$ cat src/rtl/hazard_if.sv
// Hazard-control bundle between the datapath (master) and hazard_ctrl (slave).
// Carries the per-stage register indices, miss/redirect status, stage stalls/flushes and forwarding selects.
interface hazard_if #(
  parameter int unsigned REG_AW = 5
);
  logic              instr_miss_f_i;
  logic [REG_AW-1:0] rs1_d_i;
  logic [REG_AW-1:0] rs2_d_i;
  logic [REG_AW-1:0] rs1_e_i;
  logic [REG_AW-1:0] rs2_e_i;
  logic [REG_AW-1:0] rd_e_i;
  logic [2:0]        result_src_e_i;
  logic [1:0]        pc_src_i;
  logic [1:0]        pc_src_reg_i;
  logic              instr_cache_rep_en_i;
  logic              mc_op_e_i;
  logic              mc_done_i;
  logic              mc_start_o;
  logic [REG_AW-1:0] rd_m_i;
  logic [REG_AW-1:0] rd_w_i;
  logic              reg_write_m_i;
  logic              reg_write_w_i;
  logic              data_miss_m_i;
  logic              stall_f_o;
  logic              stall_d_o;
  logic              stall_e_o;
  logic              stall_m_o;
  logic              stall_w_o;
  logic              flush_d_o;
  logic              flush_e_o;
  logic              flush_m_o;
  logic [1:0]        forward_a_e_o;
  logic [1:0]        forward_b_e_o;

  modport master (
    output instr_miss_f_i, rs1_d_i, rs2_d_i, rs1_e_i, rs2_e_i, rd_e_i, result_src_e_i,
           pc_src_i, pc_src_reg_i, instr_cache_rep_en_i, mc_op_e_i, mc_done_i,
           rd_m_i, rd_w_i, reg_write_m_i, reg_write_w_i, data_miss_m_i,
    input  mc_start_o, stall_f_o, stall_d_o, stall_e_o, stall_m_o, stall_w_o,
           flush_d_o, flush_e_o, flush_m_o, forward_a_e_o, forward_b_e_o
  );

  modport slave (
    input  instr_miss_f_i, rs1_d_i, rs2_d_i, rs1_e_i, rs2_e_i, rd_e_i, result_src_e_i,
           pc_src_i, pc_src_reg_i, instr_cache_rep_en_i, mc_op_e_i, mc_done_i,
           rd_m_i, rd_w_i, reg_write_m_i, reg_write_w_i, data_miss_m_i,
    output mc_start_o, stall_f_o, stall_d_o, stall_e_o, stall_m_o, stall_w_o,
           flush_d_o, flush_e_o, flush_m_o, forward_a_e_o, forward_b_e_o
  );
endinterface

$ cat src/rtl/hazard_ctrl.sv
// Pipeline hazard controller: forwarding, load-use stall, D-cache miss freeze and multi-cycle execute sequencing.
// Optional HAZARD_PERF_CNT_EN adds a saturating stall_d cycle counter on stall_cnt_o.
module hazard_ctrl #(
  parameter int unsigned REG_AW          = 5,
  parameter logic [2:0]  RESULT_MEM_DATA = 3'b001
`ifdef HAZARD_PERF_CNT_EN
  ,
  parameter int unsigned PERF_W          = 32
`endif
) (
  input  logic   clk_i,
  input  logic   reset_n_i,
  hazard_if.slave hz
`ifdef HAZARD_PERF_CNT_EN
  ,
  output logic [PERF_W-1:0] stall_cnt_o
`endif
);

  typedef enum logic [1:0] {RUN, MC_WAIT, MC_HOLD} state_e;

  state_e state_q;

  logic op_e;
  logic dmiss;
  logic ext_stall;
  logic load_stall;
  logic mc_busy;
  logic mc_hold;
  logic mc_start;
  logic stall_w, stall_e, stall_d;

  // MEM result wins over WB; x0 is never forwarded.
  function automatic logic [1:0] fwd_sel(input logic [REG_AW-1:0] rs,
                                         input logic [REG_AW-1:0] rd_m, input logic wr_m,
                                         input logic [REG_AW-1:0] rd_w, input logic wr_w);
    logic [1:0] sel;
    sel = 2'b00;
    if (rs != REG_AW'(0)) begin
      if (wr_m && (rs == rd_m))      sel = 2'b10;
      else if (wr_w && (rs == rd_w)) sel = 2'b01;
    end
    return sel;
  endfunction

  // Reset masks the multi-cycle request so no start or busy stall escapes during reset.
  assign op_e       = hz.mc_op_e_i & reset_n_i;
  assign dmiss      = hz.data_miss_m_i;
  assign ext_stall  = hz.instr_miss_f_i | dmiss;
  assign load_stall = (hz.result_src_e_i == RESULT_MEM_DATA) && (hz.rd_e_i != REG_AW'(0)) &&
                      ((hz.rs1_d_i == hz.rd_e_i) || (hz.rs2_d_i == hz.rd_e_i));
  assign mc_busy    = ((state_q == RUN) & op_e & ~hz.mc_done_i) |
                      ((state_q == MC_WAIT) & ~hz.mc_done_i);
  assign mc_hold    = (state_q == MC_HOLD);
  assign mc_start   = (state_q == RUN) & op_e & ~dmiss;

  assign stall_w = ext_stall;
  assign stall_e = stall_w | mc_busy | (mc_hold & ext_stall);
  assign stall_d = stall_e | load_stall;

  assign hz.stall_w_o  = stall_w;
  assign hz.stall_m_o  = stall_w;
  assign hz.stall_e_o  = stall_e;
  assign hz.stall_d_o  = stall_d;
  assign hz.stall_f_o  = stall_d & ~hz.pc_src_reg_i[1];
  assign hz.flush_d_o  = hz.pc_src_i[1] & ~stall_e;
  assign hz.flush_e_o  = ((hz.pc_src_i[1] & (hz.instr_cache_rep_en_i | hz.pc_src_reg_i[1])) |
                          load_stall) & ~stall_e;
  assign hz.flush_m_o  = stall_e & ~stall_w;
  assign hz.mc_start_o = mc_start;

  assign hz.forward_a_e_o = fwd_sel(hz.rs1_e_i, hz.rd_m_i, hz.reg_write_m_i, hz.rd_w_i, hz.reg_write_w_i);
  assign hz.forward_b_e_o = fwd_sel(hz.rs2_e_i, hz.rd_m_i, hz.reg_write_m_i, hz.rd_w_i, hz.reg_write_w_i);

  logic unused_pc_lsb;
  assign unused_pc_lsb = ^{hz.pc_src_i[0], hz.pc_src_reg_i[0]};

  // Multi-cycle sequencer; a result that lands under an external stall is parked in MC_HOLD.
  always_ff @(posedge clk_i or negedge reset_n_i) begin
    if (!reset_n_i) begin
      state_q <= RUN;
    end else begin
      unique case (state_q)
        RUN:     if (mc_start) state_q <= MC_WAIT;
        MC_WAIT: if (hz.mc_done_i) state_q <= ext_stall ? MC_HOLD : RUN;
        MC_HOLD: if (!ext_stall) state_q <= RUN;
        default: state_q <= RUN;
      endcase
    end
  end

`ifdef HAZARD_PERF_CNT_EN
  logic [PERF_W-1:0] cnt_q;

  always_ff @(posedge clk_i or negedge reset_n_i) begin
    if (!reset_n_i) begin
      cnt_q <= '0;
    end else if (stall_d && (cnt_q != '1)) begin
      cnt_q <= cnt_q + PERF_W'(1);
    end
  end

  assign stall_cnt_o = cnt_q;
`endif

endmodule

$ cat src/flat_wrapper.sv
// flat-port wrapper written by rule: the top's interface ports become plain ports
module hazard_ctrl_flat 
#(
  parameter int unsigned REG_AW          = 5,
  parameter logic [2:0]  RESULT_MEM_DATA = 3'b001

)
  (clk_i, reset_n_i, hz_instr_miss_f_i, hz_rs1_d_i, hz_rs2_d_i, hz_rs1_e_i, hz_rs2_e_i, hz_rd_e_i, hz_result_src_e_i, hz_pc_src_i, hz_pc_src_reg_i, hz_instr_cache_rep_en_i, hz_mc_op_e_i, hz_mc_done_i, hz_rd_m_i, hz_rd_w_i, hz_reg_write_m_i, hz_reg_write_w_i, hz_data_miss_m_i, hz_mc_start_o, hz_stall_f_o, hz_stall_d_o, hz_stall_e_o, hz_stall_m_o, hz_stall_w_o, hz_flush_d_o, hz_flush_e_o, hz_flush_m_o, hz_forward_a_e_o, hz_forward_b_e_o);
  hazard_if #(.REG_AW(REG_AW)) hz_i ();
  input  logic clk_i;
  input  logic reset_n_i;
  input wire logic [$bits(hz_i.instr_miss_f_i)-1:0] hz_instr_miss_f_i;
  input wire logic [$bits(hz_i.rs1_d_i)-1:0] hz_rs1_d_i;
  input wire logic [$bits(hz_i.rs2_d_i)-1:0] hz_rs2_d_i;
  input wire logic [$bits(hz_i.rs1_e_i)-1:0] hz_rs1_e_i;
  input wire logic [$bits(hz_i.rs2_e_i)-1:0] hz_rs2_e_i;
  input wire logic [$bits(hz_i.rd_e_i)-1:0] hz_rd_e_i;
  input wire logic [$bits(hz_i.result_src_e_i)-1:0] hz_result_src_e_i;
  input wire logic [$bits(hz_i.pc_src_i)-1:0] hz_pc_src_i;
  input wire logic [$bits(hz_i.pc_src_reg_i)-1:0] hz_pc_src_reg_i;
  input wire logic [$bits(hz_i.instr_cache_rep_en_i)-1:0] hz_instr_cache_rep_en_i;
  input wire logic [$bits(hz_i.mc_op_e_i)-1:0] hz_mc_op_e_i;
  input wire logic [$bits(hz_i.mc_done_i)-1:0] hz_mc_done_i;
  input wire logic [$bits(hz_i.rd_m_i)-1:0] hz_rd_m_i;
  input wire logic [$bits(hz_i.rd_w_i)-1:0] hz_rd_w_i;
  input wire logic [$bits(hz_i.reg_write_m_i)-1:0] hz_reg_write_m_i;
  input wire logic [$bits(hz_i.reg_write_w_i)-1:0] hz_reg_write_w_i;
  input wire logic [$bits(hz_i.data_miss_m_i)-1:0] hz_data_miss_m_i;
  output wire logic [$bits(hz_i.mc_start_o)-1:0] hz_mc_start_o;
  output wire logic [$bits(hz_i.stall_f_o)-1:0] hz_stall_f_o;
  output wire logic [$bits(hz_i.stall_d_o)-1:0] hz_stall_d_o;
  output wire logic [$bits(hz_i.stall_e_o)-1:0] hz_stall_e_o;
  output wire logic [$bits(hz_i.stall_m_o)-1:0] hz_stall_m_o;
  output wire logic [$bits(hz_i.stall_w_o)-1:0] hz_stall_w_o;
  output wire logic [$bits(hz_i.flush_d_o)-1:0] hz_flush_d_o;
  output wire logic [$bits(hz_i.flush_e_o)-1:0] hz_flush_e_o;
  output wire logic [$bits(hz_i.flush_m_o)-1:0] hz_flush_m_o;
  output wire logic [$bits(hz_i.forward_a_e_o)-1:0] hz_forward_a_e_o;
  output wire logic [$bits(hz_i.forward_b_e_o)-1:0] hz_forward_b_e_o;
  assign hz_i.instr_miss_f_i = hz_instr_miss_f_i;
  assign hz_i.rs1_d_i = hz_rs1_d_i;
  assign hz_i.rs2_d_i = hz_rs2_d_i;
  assign hz_i.rs1_e_i = hz_rs1_e_i;
  assign hz_i.rs2_e_i = hz_rs2_e_i;
  assign hz_i.rd_e_i = hz_rd_e_i;
  assign hz_i.result_src_e_i = hz_result_src_e_i;
  assign hz_i.pc_src_i = hz_pc_src_i;
  assign hz_i.pc_src_reg_i = hz_pc_src_reg_i;
  assign hz_i.instr_cache_rep_en_i = hz_instr_cache_rep_en_i;
  assign hz_i.mc_op_e_i = hz_mc_op_e_i;
  assign hz_i.mc_done_i = hz_mc_done_i;
  assign hz_i.rd_m_i = hz_rd_m_i;
  assign hz_i.rd_w_i = hz_rd_w_i;
  assign hz_i.reg_write_m_i = hz_reg_write_m_i;
  assign hz_i.reg_write_w_i = hz_reg_write_w_i;
  assign hz_i.data_miss_m_i = hz_data_miss_m_i;
  assign hz_mc_start_o = hz_i.mc_start_o;
  assign hz_stall_f_o = hz_i.stall_f_o;
  assign hz_stall_d_o = hz_i.stall_d_o;
  assign hz_stall_e_o = hz_i.stall_e_o;
  assign hz_stall_m_o = hz_i.stall_m_o;
  assign hz_stall_w_o = hz_i.stall_w_o;
  assign hz_flush_d_o = hz_i.flush_d_o;
  assign hz_flush_e_o = hz_i.flush_e_o;
  assign hz_flush_m_o = hz_i.flush_m_o;
  assign hz_forward_a_e_o = hz_i.forward_a_e_o;
  assign hz_forward_b_e_o = hz_i.forward_b_e_o;
  hazard_ctrl #(.REG_AW(REG_AW), .RESULT_MEM_DATA(RESULT_MEM_DATA)) u_core (.clk_i(clk_i), .reset_n_i(reset_n_i), .hz(hz_i));
endmodule
$ cat config.mk
export PLATFORM = sky130hd
export DESIGN_NAME = hazard_ctrl_flat
export DESIGN_NICKNAME = d
export VERILOG_FILES = /design/src/rtl/hazard_if.sv /design/src/rtl/hazard_ctrl.sv /design/src/flat_wrapper.sv
export SDC_FILE = /design/constraint.sdc
export NUM_CORES = 1
export LEC_CHECK = 0
export BUFFER_PORTS_ARGS = -buffer_cell sky130_fd_sc_hd__buf_4
export CORE_MARGIN = 2
export CORE_UTILIZATION = 33
export CTS_CLUSTER_DIAMETER = 100
export CTS_CLUSTER_SIZE = 28
export DETAILED_ROUTE_END_ITERATION = 7
export GPL_TIMING_DRIVEN = 0
export PLACE_DENSITY = 0.78
export SETUP_SLACK_MARGIN = 0.3
export SKIP_LAST_GASP = 1
export SYNTH_ARGS = -nofsm -noshare
export SYNTH_HDL_FRONTEND = slang
export SYNTH_SLANG_ARGS = --single-unit
$ cat constraint.sdc
create_clock -name clk_i -period 1.55 [get_ports clk_i]
set_input_delay 0.31 -clock clk_i [delete_from_list [all_inputs] [get_ports clk_i]]
set_output_delay 0.31 -clock clk_i [all_outputs]
set_load 0.01 [all_outputs]
* Word-level counts from Yosys, hierarchy flattened
Cells that the tools add are included.
Storage, ports and cells: register bits after elaboration 2, output and inout bits 13, logic and storage cells 59
Operators by class: equal/unequal tests 12, muxes and demuxes 11, bitwise logic cells 23, reduce and logical (&&, ||, !) cells 12
Operators by type and width (count):
- == test 5 bit | 6
- 2-to-1 mux 2 bit | 8
- nonzero test 5 bit | 3
- AND 1 bit | 11
- OR 1 bit | 7
- logical AND 1 bit | 6
- inequality test 2 bit, second input constant | 3
- one-hot mux 2 bit (3 select lines) | 1
- NOT 1 bit | 5
- == test 3 x 1 -> 1 bit, second input constant | 1
- AND reduction 3 bit | 1
- == test 2 x 1 -> 1 bit, second input constant | 1
- == test 2 bit, second input constant | 1
- zero test 2 bit | 1
- 2-to-1 mux 1 bit | 2
- logical OR 1 bit | 1

* Depth between registers and ports, before layout
Gate-level depths: netlist of run 1.
word-level depth 8, gate-level depth with buffers 4, mapped depth without buffers 4

* Worst setup path before layout of run 1
No wires, ideal clock.
kind input to output, from in hz_rd_e_i[1], to out hz_stall_f_o, arrival time 1.206 ns, path slack 0.034 ns, stages 4, path buffers 0, cells stage by stage or4_1 o211ai_2 or2_1 o22ai_1
Between the ends: cells in the longest elaborated chain, start to end 5, elaborated cells between the ends (all ways) 8, classes of those cells eq/ne: 2; bitwise: 2; reduce/logical: 4
RTL lines:
- start, declared | RTL line flat_wrapper.sv:17 | input wire logic [$bits(hz_i.rd_e_i)-1:0] hz_rd_e_i;
- == test 5 bit or nonzero test 5 bit (tied branches) | RTL line hazard_ctrl.sv:51, hazard_ctrl.sv:50
- logical OR 1 bit or logical AND 1 bit (tied branches) | RTL line hazard_ctrl.sv:51, hazard_ctrl.sv:50
- logical AND 1 bit * | RTL line hazard_ctrl.sv:50 | assign load_stall = (hz.result_src_e_i == RESULT_MEM_DATA) && (hz.rd_e_i != REG_AW'(0)) &&
- OR 1 bit * | RTL line hazard_ctrl.sv:59 | assign stall_d = stall_e | load_stall;
- AND 1 bit * | RTL line hazard_ctrl.sv:65 | assign hz.stall_f_o = stall_d & ~hz.pc_src_reg_i[1];
- end, declared | RTL line flat_wrapper.sv:30 | output wire logic [$bits(hz_i.stall_f_o)-1:0] hz_stall_f_o;
Mark *: on every way between the ends. The rest lies on a longest branch, timed or not.

* Worst setup path after layout of run 1
from in hz_rd_e_i[4], to out hz_stall_f_o
Same word-level chain as after synthesis.

==> results.md, run 1 <==
Place:
- The number of I/O port buffers is just over 60.
- The congestion estimate from routability-driven global placement came to 0.749.
- The worst setup slack after placement is -0.277 ns.
- Including well taps, the total number of placed cells is 156.
- Summed over all nets, the half-perimeter wirelength after detailed placement is 1770 µm.

STA:
- The sum of negative setup slack is -1.07 ns.
- Derived from the worst setup path, the maximum achievable clock frequency is 0.560 GHz.
- The transition time at the pin with the least slew margin is 0.330 ns.
- The number of hold violations in the final report was 0.
- The final setup violation count is 8.
- The part of the cycle the worst path needs is 1.15.
- Clock skew on the completed layout was measured at 0.00134 ns.
- Headroom to the max-slew limit came out at 0.779.
- Once routing completed, OpenROAD measured the worst setup slack at -0.234 ns.
- Counting I/O delays and the setup requirement, the final critical path takes 1.78 ns.
- The count of pins over their slew limit is 0.
- Setup repair after global routing could not meet its margin everywhere.

Cells and area:
- The relative area change from synthesis to final layout is 134%.
- In the final layout, the registers with the most flip-flops are u_core.state_q (2).
- The flip-flop count of the largest register after layout is 2.
- 0 antenna diodes ended up in the layout.
- Measured on the finished design, the core utilization comes to 0.796.
- The final layout net count is between 200 and 250.
- The post-layout instance count excluding filler cells is 169.
- The fraction of layout cells with a size suffix above 1 is 0.612.
- The largest register by flop count is u_core.state_q.

Worst setup path:
- The critical path arrival is 1.47 ns.
- Of all nets on the critical path, the largest fanout is 2.
- The required time at the endpoint of the critical path is 1.24 ns.
- STA classifies the critical path endpoint as a primary output.
- The worst register-to-register path begins at u_core.state_q[0].
- The critical path is of the primary input to primary output type.
- The setup slack on the worst flop-to-flop path is 0.32 ns.
- The type of element launching the critical path is a primary input.
- The worst reg2reg path depth is 5.
- The end of the worst register-to-register path is u_core.state_q[0].

Yosys:
- The post-synthesis average cell area is approximately 7.4 µm².
- The commonest cells after synthesis are sky130_fd_sc_hd__xor2_1, sky130_fd_sc_hd__nor2_1, sky130_fd_sc_hd__xnor2_1.
- The share of the Yosys chip area taken by registers is 0.0871.
- The synthesized design contains 0 enable-type register cells.
- By area the synthesized netlist is led by sky130_fd_sc_hd__xor2_1, sky130_fd_sc_hd__xnor2_1, sky130_fd_sc_hd__dfrtp_1.
- The number of nets produced by synthesis is 129.
- The dominant synthesized flop cell is sky130_fd_sc_hd__dfrtp_1.
- The cell taking the most area after synthesis is sky130_fd_sc_hd__xor2_1.
- For this run, asynchronously set or reset flops after synthesis account for 1.00.
- The share of synthesized area in the top cell type comes to 0.320.
- The count of synthesis-stage warnings from yosys is 0.
- The number of synthesized register bits is 2.
- The cell with the most instances after synthesis is sky130_fd_sc_hd__xor2_1.
- The cell area after synthesis is 574 µm².
- Synthesis instantiated 28 different standard cells from the library.
- The synthesized instance count is 78.

Routing:
- Summing over every cut layer, the via total after detailed routing is 881.
- The mean routed wirelength per cell is 14.7 µm.
- The count of unresolved DRC violations after routing is 0.
- The first-pass iteration count of the detailed router is 4.
- The via-per-instance ratio is approximately 5.2.
- Once detail routing completed, the nets flagged for antenna violations numbered 0.
- In this run, the number of DRC markers left after iteration 0 of detailed routing was 4.
- The routed wire length is 2480 µm.

Clock network:
- Clock tree synthesis selected as its root buffer the cell sky130_fd_sc_hd__clkbuf_4.
- The number of H-tree levels is 1.
- The clock tree from TritonCTS is built.
- The clock transition at the registers of the reported paths is roughly 0.030 ns.
- In this run, CTS created clock tree buffers numbering 3.
- The latest clock arrival within the worst-skew pair is 0.22 ns.
- The tree built by TritonCTS fans out to 2 sinks.
- The buffer depth of the longest clock path is 2.

Floorplan:
- The core region is 1690 µm².
- In this run the core area contains 15 standard-cell rows.
- The total I/O pin count is 64.
- The initial utilization of the core area, before any placement, comes to 0.340.
- From left edge to right edge, the die measures 45.7 µm.
- The die area is 2090 µm².
- The die is 45.7 µm tall.

Power:
- The analysis attributes to net switching a power of between 0.00015 and 0.0002 W.
- Across the VDD grid, the largest voltage drop is 0.000235 V.
- The switching share of power is 0.341.
- The internal power is 0.000359 W.
- The clock group share of total power is 0.203.
- In this run the power density over the cells is roughly 400 nW/µm².
- The share of total power dissipated in sequential elements is 0.120.
- Summed over all cells, the static leakage comes to 0.633 nW.
- The combinational fraction of design power is 0.677.

GRT:
- Summed over all layers, the global routing overflow is 0.
- In the global route stage, overall resource usage came out at 0.225.
- The global-route wire length before repair is 3440 µm.
- The via count of the first global-routing pass is 861.
- The pin count of the biggest net entering global routing is 5.
- The initial antenna violation count is 0.

Hold path:
- For hold timing, the worst endpoint is u_core.state_q[1].
- The worst hold path passes through 3 cells.
- The startpoint of the worst hold path is hz_instr_miss_f_i.
- The class of the most critical hold timing path is primary input to flip-flop.

Job:
- Across the run, the number of max-cap violations was 0.

Outcome:
- The checks that failed: negative setup slack.
- The run finished, with violations left.
## worst max-delay path, stage by stage
cell and delay, ns:
sky130_fd_sc_hd__buf_8 0.10, sky130_fd_sc_hd__or4_4 0.54, sky130_fd_sc_hd__o211ai_4 0.17, sky130_fd_sc_hd__or2_1 0.13, sky130_fd_sc_hd__o22ai_1 0.07, sky130_fd_sc_hd__buf_4 0.16
## per-layer routing
metal  track usage  share of wire
met1         0.206           0.33
met2         0.468           0.56
met3        0.0556           0.10
met4        0.0686         0.0081
met5             0              0
## cell type report
type	count	area, µm²
Multi-Input combinational cell	72	629
Tap cell	17	21.3
Clock buffer	3	22.5
Timing Repair Buffer	71	603
Buffer	1	7.51
Sequential cell	2	50.0
Fill cell	103	344
Inverter	3	11.3
## kinds of logic after synthesis
| group | share of synthesized area |
|---|---|
| DFF | 0.0871 |
| AOI/OAI and AO/OA | 0.139 |
| muxes | 0.0196 |
| buffers and inverters | 0.0327 |
| xor gates and xnor gates | 0.442 |
| and+or+nand+nor | 0.279 |
## placed cells by master (no fill, tap or decap), types with 2 or more instances in the layout
cell	count
sky130_fd_sc_hd__or4_4	2
sky130_fd_sc_hd__buf_4	55
sky130_fd_sc_hd__nor2_1	5
sky130_fd_sc_hd__nand2_1	3
sky130_fd_sc_hd__xor2_1	21
sky130_fd_sc_hd__buf_8	2
sky130_fd_sc_hd__nor4_1	2
sky130_fd_sc_hd__dfrtp_1	2
sky130_fd_sc_hd__nor2_4	3
sky130_fd_sc_hd__xnor2_1	8
sky130_fd_sc_hd__nor3_1	2
sky130_fd_sc_hd__buf_6	14
sky130_fd_sc_hd__nor3_2	3
sky130_fd_sc_hd__inv_1	2
sky130_fd_sc_hd__nand3_1	2
sky130_fd_sc_hd__clkbuf_4	3
sky130_fd_sc_hd__nor4_4	2
## worst max-delay path by stage
stage | from | to | slack [ns] | cells past startpoint
4_1_cts | hz_rd_e_i[4] | hz_stall_f_o | -0.25 | 6
2_1_floorplan | hz_rd_e_i[1] | hz_stall_f_o | 0.03 | 4
5_1_grt | u_core.state_q[0] | hz_flush_e_o | -0.25 | 5
3_5_place_dp | hz_rd_e_i[1] | hz_stall_f_o | -0.28 | 6
6_report | hz_rd_e_i[4] | hz_stall_f_o | -0.23 | 6
3_3_place_gp | hz_rd_e_i[1] | hz_stall_f_o | -0.25 | 6
## per-stage QoR
step	hold slack (ns)	power (W)	area [µm²]
6_report	0.356	0.000545	1350
2_1_floorplan	0.0144	0.000179	619
4_1_cts	0.338	0.000522	1290
3_5_place_dp	0.105	0.000345	1100
3_3_place_gp	0.102	0.000337	1100
5_1_grt	0.367	0.000575	1350
## power by group through the flow
stage          sequential (W)  clock, W  combinational, W
2_1_floorplan       0.0000658         0          0.000113
6_report            0.0000652  0.000111          0.000369
5_1_grt             0.0000652  0.000118          0.000391
3_3_place_gp        0.0000668         0          0.000270
3_5_place_dp        0.0000675         0          0.000277
4_1_cts             0.0000646  0.000116          0.000342
## what timing repair did
item | 4_1_cts | 5_1_grt
hold buffers | 1 | 0
setup buffers | 7 | 2
setup endpoints to repair | 12 | 12
gates resized for setup | 27 | 8
pin swaps | 17 | 7
hold endpoints to repair | 2 | 0
Note: power is estimated with default switching activity, not from simulation.
==> inputs of run 2 (changes only) <==
--- a/config.mk
+++ b/config.mk
@@ -12,7 +12,7 @@
 export CTS_CLUSTER_SIZE = 28
 export DETAILED_ROUTE_END_ITERATION = 7
 export GPL_TIMING_DRIVEN = 0
-export PLACE_DENSITY = 0.78
+export PLACE_DENSITY = 0.83
 export SETUP_SLACK_MARGIN = 0.3
 export SKIP_LAST_GASP = 1
 export SYNTH_ARGS = -nofsm -noshare
==> run 2 against run 1 <==
Effect of this change: the flow still finishes with violations (negative setup slack); worst setup slack got worse by 0.0086 ns; core utilization increased by 1.1 points; clock power about the same; register-to-register slack got worse by 0.03 ns; sequential share of layout area decreased by 0.051 points; count of clock-buffer cells in the layout unchanged; fmax decreased by 0.48%; sequential power decreased by 0.8%; largest power group unchanged.
==> results.md, run 2 (same netlist as run 1, synthesis figures left out) <==
Routing:
- The first-iteration detailed-routing DRC count is 14.
- The number of nets still failing antenna checks after routing is 0.
- The first-pass iteration count of the detailed router is 4.
- The routed design uses 294 µm of met3 wire.
- The highest metal layer carrying signal wires in the routed design is met4.
- The detailed route wirelength on metal2 is 1380 µm.
- The via-per-instance ratio is about 5.3.
- For this run, design rule violations remaining after detail routing come to 0.
- After detailed routing, the average wire length per cell comes to ~15 µm.
- For this block, wires on met1 add up to 823 µm.
- The routed wire length is 2510 µm.
- The detailed-route via count is 912.

Place:
- Before CTS, the worst setup slack after placement is -0.272 ns.
- The number of placed instances, taps included, is 156.
- Buffers placed on the I/O ports in this run total 61.
- The HPWL after detailed placement is 1740 µm.
- At the end of routability-driven placement, the weighted congestion stood at 0.838.

Cells and area:
- The largest registers in the layout are u_core.state_q (2).
- The largest register by flop count is u_core.state_q.
- The flip-flop count of the largest register after layout is 2.
- The repair_antennas step left the layout with diodes totalling 0.
- The fraction of layout cells with a size suffix above 1 is 0.617.
- Counting the fill cells in the layout gives 115.
- The final layout net count is 207.
- The relative area change from synthesis to final layout is 137%.
- The library cell used most frequently in the layout, excluding fill and tap cells, is sky130_fd_sc_hd__buf_4.
- The top cell types in the final layout, fill and taps aside, are sky130_fd_sc_hd__buf_4, sky130_fd_sc_hd__xor2_1, sky130_fd_sc_hd__buf_6.
- The post-layout instance count excluding filler cells is approximately 170.

Worst setup path:
- The end of the worst register-to-register path is u_core.state_q[0].
- The critical path arrival is 1.48 ns.
- The worst setup path is launched from a primary input.
- The type of the setup path with the least slack is primary input to primary output.
- Across all register-to-register paths, the minimum setup slack is a little under 0.3 ns.
- The worst reg2reg path startpoint is u_core.state_q[0].
- The highest fanout seen on the critical path is 3.
- The worst setup path is captured at a primary output.
- The required time at the endpoint of the critical path is 1.24 ns.
- The worst reg2reg path depth is 6.

Outcome:
- The run finished, with violations left.
- The checks that failed: negative setup slack.

STA:
- Setup repair after global routing could not meet its margin everywhere.
- Hold is met by approximately 0.35 ns.
- Setup violations remaining at the end of the flow were counted as 9.
- The number of hold violations in the final report is 0.
- Based on the critical path, the design can be clocked at up to about 0.56 GHz.
- Between clock sinks in the finished design, the worst skew comes to ~0.0024 ns.
- At the pin with the least slew margin, the transition time is 0.299 ns.
- Measured against its own limit, the worst slew margin works out to 0.799.
- In the finished design, the share of the clock period the worst path needs comes to 1.16.
- In the post-route analysis, the smallest setup slack over all paths is -0.243 ns.
- The count of pins over their slew limit was 0.
- The routed design could run at a clock period as short as 1.79 ns.

GRT:
- Entering global routing, the biggest net connects 5 pins.
- The via count of the first global-routing pass came to a little over 800.
- Global routing finished with a remaining overflow of 0.
- The all-layer global routing usage is 0.221.
- The global-route wire length before repair is 3400 µm.
- The initial antenna violation count came to 0.

Hold path:
- The worst hold path terminates at u_core.state_q[1].
- In this run the worst hold path is classified as primary input to flip-flop.
- The worst hold path passes through 3 cells.
- The worst hold path begins at hz_instr_miss_f_i.

Floorplan:
- The y dimension of the die is about 46 µm.
- The core footprint is 1690 µm².
- The number of standard-cell rows in the floorplan is 15.
- The die covers 2090 µm².
- The starting density of the core is 0.340.
- The floorplan step set the die width to 45.7 µm.
- The total I/O pin count is 64.

Clock network:
- The clock tree from TritonCTS is built.
- The total number of clock tree sinks is 2.
- Clock latency on the worst-skew pair, taken at its later pin, is 0.22 ns.
- CTS built an H-tree with a depth of 1.
- The clock transition at the registers of the reported paths is around 0.03 ns.
- The longest clock path from root to sink contains 2 buffers.
- The total clock buffers created by CTS is 3.
- In this run the clock root is driven by a sky130_fd_sc_hd__clkbuf_4.

Power:
- The peak ir drop on the vdd network is between 0.0003 and 0.0004 V.
- The power per cell area is 415 nW/µm².
- The total leakage power is 0.645 nW.
- The overall power is 0.000566 W.

Job:
- The max-cap violation count is 0.
-- run 2: worst max path at each step --
stage | startpoint | endpoint | slack [ns] | depth (start not counted)
finish | hz_rd_e_i[4] | hz_stall_f_o | -0.24 | 6
CTS | hz_rd_e_i[4] | hz_stall_f_o | -0.23 | 6
global route | hz_rd_e_i[4] | hz_stall_f_o | -0.29 | 6
global placement | hz_rd_e_i[1] | hz_stall_f_o | -0.26 | 6
detailed placement | hz_rd_e_i[1] | hz_stall_f_o | -0.27 | 6
floorplan | hz_rd_e_i[1] | hz_stall_f_o | 0.03 | 4
-- run 2: through the flow --
stage,area [µm²],TNS [ns],utilization
after floorplan,619,0,-
after global placement,1100,-0.841,0.650
after detailed placement,1100,-0.852,0.650
after CTS,1310,-0.906,0.775
after global routing,1360,-1.40,0.807
final,1360,-0.886,0.807
-- run 2: area by class of cell --
cell class	instances	area, µm²	share of cell area
clock buffer	3	22.5	0.0165
tap	17	21.3	0.0156
inverter	3	11.3	0.00826
buffer	1	7.51	0.00550
multi-input combinational	72	629	0.461
timing repair buffer	73	622	0.456
sequential	2	50.0	0.0367
-- run 2: what timing repair did --
action                                  CTS  global route
gates cloned                              0             0
hold buffers                              1             0
hold endpoints to repair                  2             0
setup buffers                             9             2
pin swaps                                18             9
gates resized for setup                  27             8
endpoints found under the setup margin   12            13
-- run 2: routing by layer --
layer	global-route usage	up-vias
li1	-	429
met5	0	-
met3	0.0476	2
met2	0.442	61
met1	0.229	420
met4	0.0457	0
-- run 2: critical path, cell delays in order --
cell and delay [ns]:
sky130_fd_sc_hd__buf_8 0.09, sky130_fd_sc_hd__or4_4 0.54, sky130_fd_sc_hd__o211ai_4 0.18, sky130_fd_sc_hd__or2_1 0.13, sky130_fd_sc_hd__o22ai_1 0.07, sky130_fd_sc_hd__buf_4 0.16
-- run 2: where the power goes --
part / switching (W) / internal, W / total (W)
logic: 0.000160 / 0.000227 / 0.000387
clock network: 0.0000286 / 0.0000853 / 0.000114
registers: 0.00000532 / 0.0000594 / 0.0000647
total: 0.000194 / 0.000371 / 0.000566
